`config.mk`:
```
export PLATFORM = sky130hd
export DESIGN_NAME = exception_ctrl
export DESIGN_NICKNAME = d
export VERILOG_FILES = /design/src/rtl/sirius_exc_pkg.sv /design/src/rtl/exception_ctrl_int_sync.sv /design/src/rtl/exception_ctrl.sv
export SDC_FILE = /design/constraint.sdc
export NUM_CORES = 1
export LEC_CHECK = 0
export BUFFER_PORTS_ARGS = -buffer_cell sky130_fd_sc_hd__buf_4
export CAP_MARGIN = 25
export CORE_AREA = 2 2 156 158
export CTS_CLUSTER_SIZE = 30
export DETAILED_ROUTE_END_ITERATION = 12
export DIE_AREA = 0 0 158 160
export GPL_ROUTABILITY_DRIVEN = 0
export PLACE_DENSITY = 0.54
export REMOVE_ABC_BUFFERS = 1
export SLEW_MARGIN = 20
export SYNTH_ARGS = -nofsm -noshare
export SYNTH_HDL_FRONTEND = slang
export SYNTH_SLANG_ARGS = --single-unit
```
`constraint.sdc`:
```
create_clock -name clk_i -period 2.85 [get_ports clk_i]
set_clock_uncertainty 0.1 [all_clocks]
set_input_delay 0.4275 -clock clk_i [delete_from_list [all_inputs] [get_ports clk_i]]
set_output_delay 0.4275 -clock clk_i [all_outputs]
set_load 0.05 [all_outputs]
```
`src/rtl/sirius_exc_pkg.sv`:
```
// Shared exception codes, commit_exc bit layout and vector constants for the commit-stage exception controller.
// Mod is flagged by EXC_TLBL_D and EXC_TLBS_D together, because commit_exc has only ten bits.
package sirius_exc_pkg;

  typedef enum logic [4:0] {
    EC_INT  = 5'd0,
    EC_MOD  = 5'd1,
    EC_TLBL = 5'd2,
    EC_TLBS = 5'd3,
    EC_ADEL = 5'd4,
    EC_ADES = 5'd5,
    EC_SYS  = 5'd8,
    EC_BP   = 5'd9,
    EC_RI   = 5'd10,
    EC_OV   = 5'd12
  } excode_t;

  // commit_exc bit positions; the fetch-side and data-side sources are kept apart
  // so that BadVAddr can be taken from the matching address.
  localparam int EXC_WIDTH   = 10;
  localparam int EXC_ADEL_IF = 0;
  localparam int EXC_TLBL_IF = 1;
  localparam int EXC_RI      = 2;
  localparam int EXC_SYS     = 3;
  localparam int EXC_BP      = 4;
  localparam int EXC_OV      = 5;
  localparam int EXC_ADEL_D  = 6;
  localparam int EXC_ADES_D  = 7;
  localparam int EXC_TLBL_D  = 8;
  localparam int EXC_TLBS_D  = 9;

  localparam logic [31:0] VEC_REFILL  = 32'h0000_0000;
  localparam logic [31:0] VEC_GENERAL = 32'h0000_0180;
  localparam logic [31:0] VEC_IRQ     = 32'h0000_0200;
  localparam logic [31:0] BEV_BASE    = 32'hBFC0_0200;

  typedef enum logic {
    ST_IDLE,
    ST_REDIRECT
  } state_t;

  function automatic logic [31:0] vector_base(input logic bev, input logic [31:0] ebase);
    return bev ? BEV_BASE : ebase;
  endfunction

endpackage

```
`src/rtl/exception_ctrl_int_sync.sv`:
```
// Per-bit flop-chain synchroniser for the raw hardware interrupt lines.
// STAGES of zero collapses the chain to a straight wire.
module int_sync #(
  parameter int WIDTH  = 5,
  parameter int STAGES = 2
) (
  input  logic             clk_i,
  input  logic             rst_ni,
  input  logic [WIDTH-1:0] d_i,
  output logic [WIDTH-1:0] q_o
);

  if (STAGES == 0) begin : g_bypass
    logic unused_clk_rst;
    assign unused_clk_rst = clk_i ^ rst_ni;
    assign q_o = d_i;
  end else begin : g_chain
    logic [WIDTH-1:0] chain_q [STAGES];

    always_ff @(posedge clk_i or negedge rst_ni) begin
      if (!rst_ni) begin
        for (int i = 0; i < STAGES; i++) chain_q[i] <= '0;
      end else begin
        chain_q[0] <= d_i;
        for (int i = 1; i < STAGES; i++) chain_q[i] <= chain_q[i-1];
      end
    end

    assign q_o = chain_q[STAGES-1];
  end

endmodule

```
`src/rtl/exception_ctrl.sv`:
```
// Commit-stage exception/interrupt/ERET arbiter feeding COP0 and the fetch redirect.
// Define INT_SYNC_EN to pass hw_int through a SYNC_STAGES-deep synchroniser before cp0_hint.
module exception_ctrl
  import sirius_exc_pkg::*;
#(
  parameter logic [31:0] RESET_PC    = 32'hBFC0_0000,
  parameter int          SYNC_STAGES = 2
) (
  input  logic                 clk_i,
  input  logic                 rst_ni,
  input  logic [4:0]           hw_int_i,
  output logic [4:0]           cp0_hint_o,
  input  logic                 commit_valid_i,
  output logic                 commit_ready_o,
  input  logic [31:0]          commit_pc_i,
  input  logic                 commit_bd_i,
  input  logic [EXC_WIDTH-1:0] commit_exc_i,
  input  logic                 commit_eret_i,
  input  logic [31:0]          commit_fetch_va_i,
  input  logic [31:0]          commit_data_va_i,
  input  logic [7:0]           commit_asid_i,
  input  logic [31:0]          cp0_entryhi_i,
  input  logic                 allow_interrupt_i,
  input  logic [7:0]           interrupt_flag_i,
  input  logic                 exl_set_i,
  input  logic                 use_special_iv_i,
  input  logic                 use_bootstrap_iv_i,
  input  logic [31:0]          ebase_address_i,
  input  logic [31:0]          epc_address_i,
  output logic                 exp_en_o,
  output logic                 exp_badvaddr_en_o,
  output logic                 exp_bd_o,
  output logic                 exl_clean_o,
  output logic                 exp_asid_en_o,
  output logic [4:0]           exp_code_o,
  output logic [31:0]          exp_epc_o,
  output logic [31:0]          exp_badvaddr_o,
  output logic [7:0]           exp_asid_o,
  output logic                 flush_o,
  output logic                 redirect_valid_o,
  input  logic                 redirect_ready_i,
  output logic [31:0]          redirect_pc_o
);

`ifdef INT_SYNC_EN
  localparam int HINT_STAGES = SYNC_STAGES;
`else
  localparam int HINT_STAGES = 0;
  logic unused_sync_stages;
  assign unused_sync_stages = ^SYNC_STAGES;
`endif

  int_sync #(
    .WIDTH  (5),
    .STAGES (HINT_STAGES)
  ) u_int_sync (
    .clk_i  (clk_i),
    .rst_ni (rst_ni),
    .d_i    (hw_int_i),
    .q_o    (cp0_hint_o)
  );

  state_t      state_q;
  logic        commit_ready_q;
  logic        exp_en_q, exp_badvaddr_en_q, exp_bd_q, exl_clean_q, exp_asid_en_q;
  excode_t     exp_code_q;
  logic [31:0] exp_epc_q, exp_badvaddr_q;
  logic [7:0]  exp_asid_q;
  logic        flush_q, redirect_valid_q;
  logic [31:0] redirect_pc_q;

  logic        irq;
  logic        take_event;
  excode_t     dec_code;
  logic        dec_badvaddr_en;
  logic        dec_asid_en;
  logic        dec_refill;
  logic        dec_eret;
  logic [31:0] dec_badvaddr;
  logic [31:0] dec_epc;
  logic [31:0] dec_vector;
  logic [1:0]  data_tlb;

  assign irq        = allow_interrupt_i & (|interrupt_flag_i) & ~exl_set_i;
  assign take_event = commit_valid_i & commit_ready_q & (irq | (|commit_exc_i) | commit_eret_i);
  assign data_tlb   = {commit_exc_i[EXC_TLBS_D], commit_exc_i[EXC_TLBL_D]};
  assign dec_epc    = commit_bd_i ? (commit_pc_i - 32'd4) : commit_pc_i;

  // Priority walk; the final else is the ERET path, reached only with no exception.
  always_comb begin
    dec_code        = EC_INT;
    dec_badvaddr_en = 1'b0;
    dec_asid_en     = 1'b0;
    dec_refill      = 1'b0;
    dec_eret        = 1'b0;
    dec_badvaddr    = cp0_entryhi_i;
    if (irq) begin
      dec_code = EC_INT;
    end else if (commit_exc_i[EXC_ADEL_IF]) begin
      dec_code        = EC_ADEL;
      dec_badvaddr_en = 1'b1;
      dec_badvaddr    = commit_fetch_va_i;
    end else if (commit_exc_i[EXC_TLBL_IF]) begin
      dec_code        = EC_TLBL;
      dec_badvaddr_en = 1'b1;
      dec_asid_en     = 1'b1;
      dec_refill      = 1'b1;
      dec_badvaddr    = commit_fetch_va_i;
    end else if (commit_exc_i[EXC_RI]) begin
      dec_code = EC_RI;
    end else if (commit_exc_i[EXC_SYS]) begin
      dec_code = EC_SYS;
    end else if (commit_exc_i[EXC_BP]) begin
      dec_code = EC_BP;
    end else if (commit_exc_i[EXC_OV]) begin
      dec_code = EC_OV;
    end else if (commit_exc_i[EXC_ADEL_D]) begin
      dec_code        = EC_ADEL;
      dec_badvaddr_en = 1'b1;
      dec_badvaddr    = commit_data_va_i;
    end else if (commit_exc_i[EXC_ADES_D]) begin
      dec_code        = EC_ADES;
      dec_badvaddr_en = 1'b1;
      dec_badvaddr    = commit_data_va_i;
    end else if (data_tlb != 2'b00) begin
      dec_badvaddr_en = 1'b1;
      dec_asid_en     = 1'b1;
      dec_badvaddr    = commit_data_va_i;
      case (data_tlb)
        2'b01:   begin dec_code = EC_TLBL; dec_refill = 1'b1; end
        2'b10:   begin dec_code = EC_TLBS; dec_refill = 1'b1; end
        default: dec_code = EC_MOD;
      endcase
    end else begin
      dec_eret = 1'b1;
    end
  end

  always_comb begin
    dec_vector = vector_base(use_bootstrap_iv_i, ebase_address_i);
    if (dec_refill && !exl_set_i) begin
      dec_vector = dec_vector + VEC_REFILL;
    end else if (irq && use_special_iv_i) begin
      dec_vector = dec_vector + VEC_IRQ;
    end else begin
      dec_vector = dec_vector + VEC_GENERAL;
    end
  end

  // COP0 strobes and flush pulse for one cycle; the data fields and redirect target hold until the next event.
  always_ff @(posedge clk_i or negedge rst_ni) begin
    if (!rst_ni) begin
      state_q           <= ST_IDLE;
      commit_ready_q    <= 1'b1;
      exp_en_q          <= 1'b0;
      exp_badvaddr_en_q <= 1'b0;
      exp_bd_q          <= 1'b0;
      exl_clean_q       <= 1'b0;
      exp_asid_en_q     <= 1'b0;
      exp_code_q        <= EC_INT;
      exp_epc_q         <= '0;
      exp_badvaddr_q    <= '0;
      exp_asid_q        <= '0;
      flush_q           <= 1'b0;
      redirect_valid_q  <= 1'b0;
      redirect_pc_q     <= RESET_PC;
    end else begin
      exp_en_q          <= 1'b0;
      exp_badvaddr_en_q <= 1'b0;
      exp_bd_q          <= 1'b0;
      exl_clean_q       <= 1'b0;
      exp_asid_en_q     <= 1'b0;
      flush_q           <= 1'b0;
      case (state_q)
        ST_IDLE: begin
          if (take_event) begin
            state_q           <= ST_REDIRECT;
            commit_ready_q    <= 1'b0;
            redirect_valid_q  <= 1'b1;
            exp_en_q          <= 1'b1;
            flush_q           <= 1'b1;
            exp_code_q        <= dec_code;
            exp_badvaddr_q    <= dec_badvaddr;
            exp_badvaddr_en_q <= dec_badvaddr_en;
            exp_asid_en_q     <= dec_asid_en;
            exp_asid_q        <= dec_asid_en ? commit_asid_i : 8'h00;
            exl_clean_q       <= dec_eret;
            exp_bd_q          <= dec_eret ? 1'b0 : commit_bd_i;
            exp_epc_q         <= dec_eret ? epc_address_i : dec_epc;
            redirect_pc_q     <= dec_eret ? epc_address_i : dec_vector;
          end
        end
        ST_REDIRECT: begin
          if (redirect_ready_i) begin
            state_q          <= ST_IDLE;
            commit_ready_q   <= 1'b1;
            redirect_valid_q <= 1'b0;
          end
        end
        default: begin
          state_q          <= ST_IDLE;
          commit_ready_q   <= 1'b1;
          redirect_valid_q <= 1'b0;
        end
      endcase
    end
  end

  assign commit_ready_o    = commit_ready_q;
  assign exp_en_o          = exp_en_q;
  assign exp_badvaddr_en_o = exp_badvaddr_en_q;
  assign exp_bd_o          = exp_bd_q;
  assign exl_clean_o       = exl_clean_q;
  assign exp_asid_en_o     = exp_asid_en_q;
  assign exp_code_o        = exp_code_q;
  assign exp_epc_o         = exp_epc_q;
  assign exp_badvaddr_o    = exp_badvaddr_q;
  assign exp_asid_o        = exp_asid_q;
  assign flush_o           = flush_q;
  assign redirect_valid_o  = redirect_valid_q;
  assign redirect_pc_o     = redirect_pc_q;

endmodule

```
# [Word level (Yosys, flattened, before mapping)]
# Index checks and enable logic that the tools add are counted.
[totals] regBits=117 inputBits=233 output_inout_bits=122 word_cells=124
[classes] addsub=3 eq_ne=4 muxes=87 n_bitwise=8 n_reduce_logical=9
[op_table] operator="2-to-1 mux 32 bit" n=16
[op_table] operator="2-to-1 mux 1 bit" n=56
[op_table] operator="adder 32 x 10 -> 32 bit, second input constant" n=1
[op_table] operator="adder 32 x 9 -> 32 bit, second input constant" n=1
[op_table] operator="subtractor 32 x 3 -> 32 bit, second input constant" n=1
[op_table] operator="2-to-1 mux 4 bit" n=7
[op_table] operator="OR reduction 10 bit" n=1
[op_table] operator="2-to-1 mux 8 bit" n=1
[op_table] operator="OR reduction 8 bit" n=1
[op_table] operator="2-to-1 mux 3 bit" n=2
[op_table] operator="one-hot mux 1 bit (2 select lines)" n=3
[op_table] operator="bitwise AND 1 bit" n=4
[op_table] operator="inequality test 2 bit, second input constant" n=2
[op_table] operator="one-hot mux 2 bit (2 select lines)" n=1
[op_table] operator="AND reduction 2 bit" n=2
[op_table] operator="== test 2 x 1 -> 1 bit, second input constant" n=1
[op_table] operator="== test 2 bit, second input constant" n=1
[op_table] operator="logical AND 1 bit" n=2
[op_table] operator="2-to-1 mux 2 bit" n=1
[op_table] operator="inverter 1 bit" n=2
[op_table] operator="bitwise OR 1 bit" n=2
[op_table] operator="nonzero test 2 bit" n=1
[op_table] operator="OR reduction 2 bit" n=1
[op_table] operator="logical NOT 1 bit" n=1

# [Logic depth before layout (Yosys ltp)]
[depth] word_depth=16 mapped_depth=10 ltp_nobuf=8

# [By module]
# From an unflattened synthesis, not the netlist that was laid out.
[unflattened] cells_unflattened=840 area_unflattened_um2=6974.2
[modules_own_cells] module="exception_ctrl" n_inst=1 cells_per_inst=835 area_per_inst_um2=6936.7 seq_area_each_um2=2915.3
[modules_own_cells] module="int_sync" n_inst=1 cells_per_inst=5 area_per_inst_um2=37.5 seq_area_each_um2=0.0

# [Worst setup path after synthesis]
# OpenSTA, ideal clock, no wires.
[synth_timing] path_type="input port to flip-flop" start="in interrupt_flag_i[5]" end="reg exp_epc_q[31], in the netlist exp_epc_o[31]" setup_ps=135 arrival_time_ps=2089 required_ps=2615 path_slack_ps=527 cell_stages=9 n_path_buf=2 cell_sequence="or4_1 o21ai_2 nand3_1 o21ai_2 buf_4 inv_2 buf_2 o22ai_1 a21oi_1"
[synth_between] elab_chain_cells=7 word_cells_on_any_way=9 cone_classes="mux: 2; bitwise: 5; reduce/logical: 2"
[synth_rtl] item="from (decl)" line="exception_ctrl.sv:24" text="input logic [7:0] interrupt_flag_i,"
[synth_rtl] item="OR reduction 8 bit (*)" line="exception_ctrl.sv:84" text="assign irq = allow_interrupt_i & (|interrupt_flag_i) & ~exl_set_i;"
[synth_rtl] item="bitwise AND 1 bit (*) (2 in a row)" line="exception_ctrl.sv:84"
[synth_rtl] item="bitwise OR 1 bit (2 in a row)" line="exception_ctrl.sv:85" text="assign take_event = commit_valid_i & commit_ready_q & (irq | (|commit_exc_i) | commit_eret_i);"
[synth_rtl] item="bitwise AND 1 bit" line="exception_ctrl.sv:85"
[synth_rtl] item="AND reduction 2 bit (no line)"
[synth_rtl] item="to (signal assigned)" line="exception_ctrl.sv:189" text="exp_epc_q <= dec_eret ? epc_address_i : dec_epc;"
[synth_rtl] item="to (decl)" line="exception_ctrl.sv:67" text="logic [31:0] exp_epc_q, exp_badvaddr_q;"
# Every way passes the cells marked *; elsewhere a longest branch is shown, timed or not.
# A chain may end at the register's enable or synchronous reset.

# [Worst setup path after layout]
[layout_timing] start="in interrupt_flag_i[5]" end="reg exp_epc_q[5], in the netlist exp_epc_o[5]"
# Same word-level chain as after synthesis.

==> impl_results.md <==
* Status: complete, no violations
* Synth Area in Simple Gates at 24.10%
* Setup-failing EPs final at 0
* Die width at roughly 160 um
* CTS buffer count at 17
* Data arrival time of the worst path at roughly 2.4 ns
* Hold crit path type: input pin to flop
* Total routed wirelength at 28010 um
* Height of the die at 160 um
* DR vias/cell at roughly 5
* Diodes inserted at 0
* Reg-to-reg startpoint: commit_ready_o$_DFFE_PN1P_
* Dominant synthesized flop cell: dfrtp_1
* Final-report hold violation count at 0
* YS warnings at 0
* Die ar. at 25280 um2
* Per-cell routed wire length at 18.32 um
* Drt first pass iters at 4
* Mux contribution to synthesized area at 0.5729%
* Clock Tree Buf Depth at 2
* CTS Sinks at 116
* Cell taking the most area after synthesis: dfrtp_1
* Peak supply drop at 0.5696 mV
* Most common cell in the netlist: nand2_1
* CTS root buf: clkbuf_16
* Slew Limit Fails at 0
* Synth area leaders: dfrtp_1 38%, nand2_1 8.6%, a21oi_1 6.7%
* Largest family of logic cells by synthesized area: simple AND/OR/NAND/NOR gates
* Adder-Cell Fraction of Synth Area at 0.8951%
* DP Wirelength at about 22000 um
* Flop-to-flop setup slack at 0.70 ns
* Data required, critical path at 3.05 ns
* XOR/XNOR Fraction of Synth Area at under 10%
* Critical Path Source Type: input pin
* Number of enable flip-flop cells after synthesis at 0
* Synth Register Bits at around 120
* Most common library cells after synthesis: 161 x nand2_1, 106 x dfrtp_1, 93 x a21oi_1
* Mapped Avg Cell Area at between 8 and 9 um2
* Max stage delay on crit path at 0.56 ns
* CTS clk-pin slew, worst paths at 0.06 ns
* Mapped Area at 6989 um2
* Hold path startpoint: redirect_ready_i
* Fin crit share at 78.66%
* Rows at 57
* DR vias at 7615
* First-pass GRT wire length at 41740 um
* Worst Hold Depth at 2
* Worst-Skew Late Latency at 0.41 ns
* Residual DRC at 0
* Post-CTS Setup Bufs at 0
* Count of cell types in the netlist at 63
* Antenna violations before repair at 0
* Slew headroom at 55.41%
* Peak Freq at 0.4461 GHz
* Crit-path cells: buf_4 -> or4_1 -> o21ai_2 -> buf_4 -> and3_2 -> buf_12 -> buf_4 -> nor2_1 -> a21oi_1 -> o21ai_1
* Register-to-Register Path Depth at 6
* Fraction of registers with async set/reset at 100.0%
* Worst r2r dst: redirect_pc_o[14]$_DFFE_PN0P_
* Sequential-to-total area share from yosys stat at 41.71%
* Top Ports at 355
* Post_cts resized at 0
* Post-synth top area share at 37.95%
* Max stage delay cell, worst path: or4_1
* DRC marker count from the first detailed-route iteration at 403
* Worst slew pin tran at 0.6688 ns
* Max Fanout on Critical Path at 32
* Final hold slack at 0.09756 ns
* Global route total overflow at 0
* Initial Util at between 20 and 30%
* Crit. End Element: flop
* Most frequent CP cell: buf_4
* Layout cells sized above 1 at 36.85%
* Global Route Usage Sum at a little over a fifth
* Core Area at 23820 um2
* Vias in the first global route at 7537
* Nets at 1430
* Fin crit period at roughly 2.2 ns
* Routed Antenna Nets at 0
* Setup_tns at 0 ns
* CTS H-tree lvls at 4
* CTS tree: yes
* Max cap viols at 0
* Syn Inst Count at 860
* Pwr dens at a little over 1000 nW/um2
* PortBufs at 343
* Leakage at roughly 0.005 uW
* Syn-to-layout area delta at 52.17%
* RSZ-0062 raised after global routing: false
* WHS Endpoint: state_q$_DFF_PN0_
* Crit Path Category: input pin to flop
* Compound-Gate Fraction of Synth Area at 22.40%
* Largest net degree at the start of global routing at 65
==> worst max path at each step <==
stage,from,end
floorplan,commit_exc_i[0],exp_epc_o[31]$_DFFE_PN0P_
global placement,interrupt_flag_i[1],redirect_pc_o[28]$_DFFE_PN1P_
detailed placement,interrupt_flag_i[5],exp_epc_o[5]$_DFFE_PN0P_
CTS,interrupt_flag_i[5],exp_badvaddr_o[18]$_DFFE_PN0P_
global route,interrupt_flag_i[5],redirect_pc_o[28]$_DFFE_PN1P_
finish,interrupt_flag_i[5],exp_epc_o[5]$_DFFE_PN0P_
==> cells by family after synthesis <==
| logic type | Yosys count |
|---|---|
| simple gates | 349 |
| compound gates | 269 |
| flops | 116 |
| buf+inv | 76 |
| xor+xnor | 40 |
| fa+ha+maj | 5 |
| mux | 4 |
| other cells | 1 |
==> cell usage in the layout, fill, tap and decap left out, drive strengths merged, types with 4 or more instances in the layout <==
cell and instances:
a22o 10, bufinv 4, o21ai 102, a22oi 15
and3 17, a21oi 93, or3 11, nor2 60
clkinv 4, dfrtp 106, nor2b 10, ha 5
or4 6, nor4b 5, or2 5, o31ai 11
nand3 17, a21boi 4, nor3 21, a31oi 7
o22ai 7, dfstp 10, nand4 11, buf 376
xor2 20, xnor2 20, o211ai 5, inv 16
nand2 161, clkbuf 18, nor4 19, mux2i 4
==> worst max-delay path: cells and delay by family <==
| kind | cells | cell delay (ns) |
|---|---|---|
| buffers and inverters | 4 | 0.70 |
| AND/OR/NAND/NOR | 3 | 0.89 |
| AO/OA/AOI/OAI | 3 | 0.39 |
==> what timing repair did <==
item | 4_1_cts | 5_1_grt
endpoints found under the hold margin | 31 | 0
hold buffers | 1 | 0
setup endpoints to repair | 0 | 0
==> power breakdown <==
group          internal, uW  switching [uW]  total (uW)
Combinational          1700            3840        5550
Clock                  1500             860        2360
Sequential             2410             444        2850
==> registers in the layout, indices dropped and copies added, names as in the netlist, 4 cells and up <==
signal,count
exp_badvaddr_o,32
exp_epc_o,32
redirect_pc_o,32
exp_asid_o,8
exp_code_o,4
==> through the flow <==
stage	util, %	std cells	worst slack, ns	instance area, um2	total power, uW
6_report	44.65	1529	0.6082	10640	10760
5_1_grt	44.65	1529	0.4733	10640	11300
4_1_cts	44.65	1529	0.6293	10640	10880
3_5_place_dp	41.93	1496	0.1912	9988	8476
3_3_place_gp	41.93	1496	0.2037	9988	8445
2_1_floorplan	-	796	-4.198	6666	6345
==> per-layer routing <==
metal / wire length [um] / vias up / GRT usage, %
met2: 13970 / 345 / 38.34
met5: 0 / - / 0
met3: 2436 / 26 / 5.400
li1: - / 3710 / -
met1: 11170 / 3534 / 25.64
met4: 432 / 0 / 6.020
==> final cells by class <==
type,instances,area [um2]
fillers,2476,13190
repair buffers,377,2899
clock inverters,14,197.7
well taps,324,405.4
clock buffers,18,439.2
multi-input cells,668,3734
inverters,12,45.04
flip-flops and latches,116,2915
(Power assumes the default switching activity.)
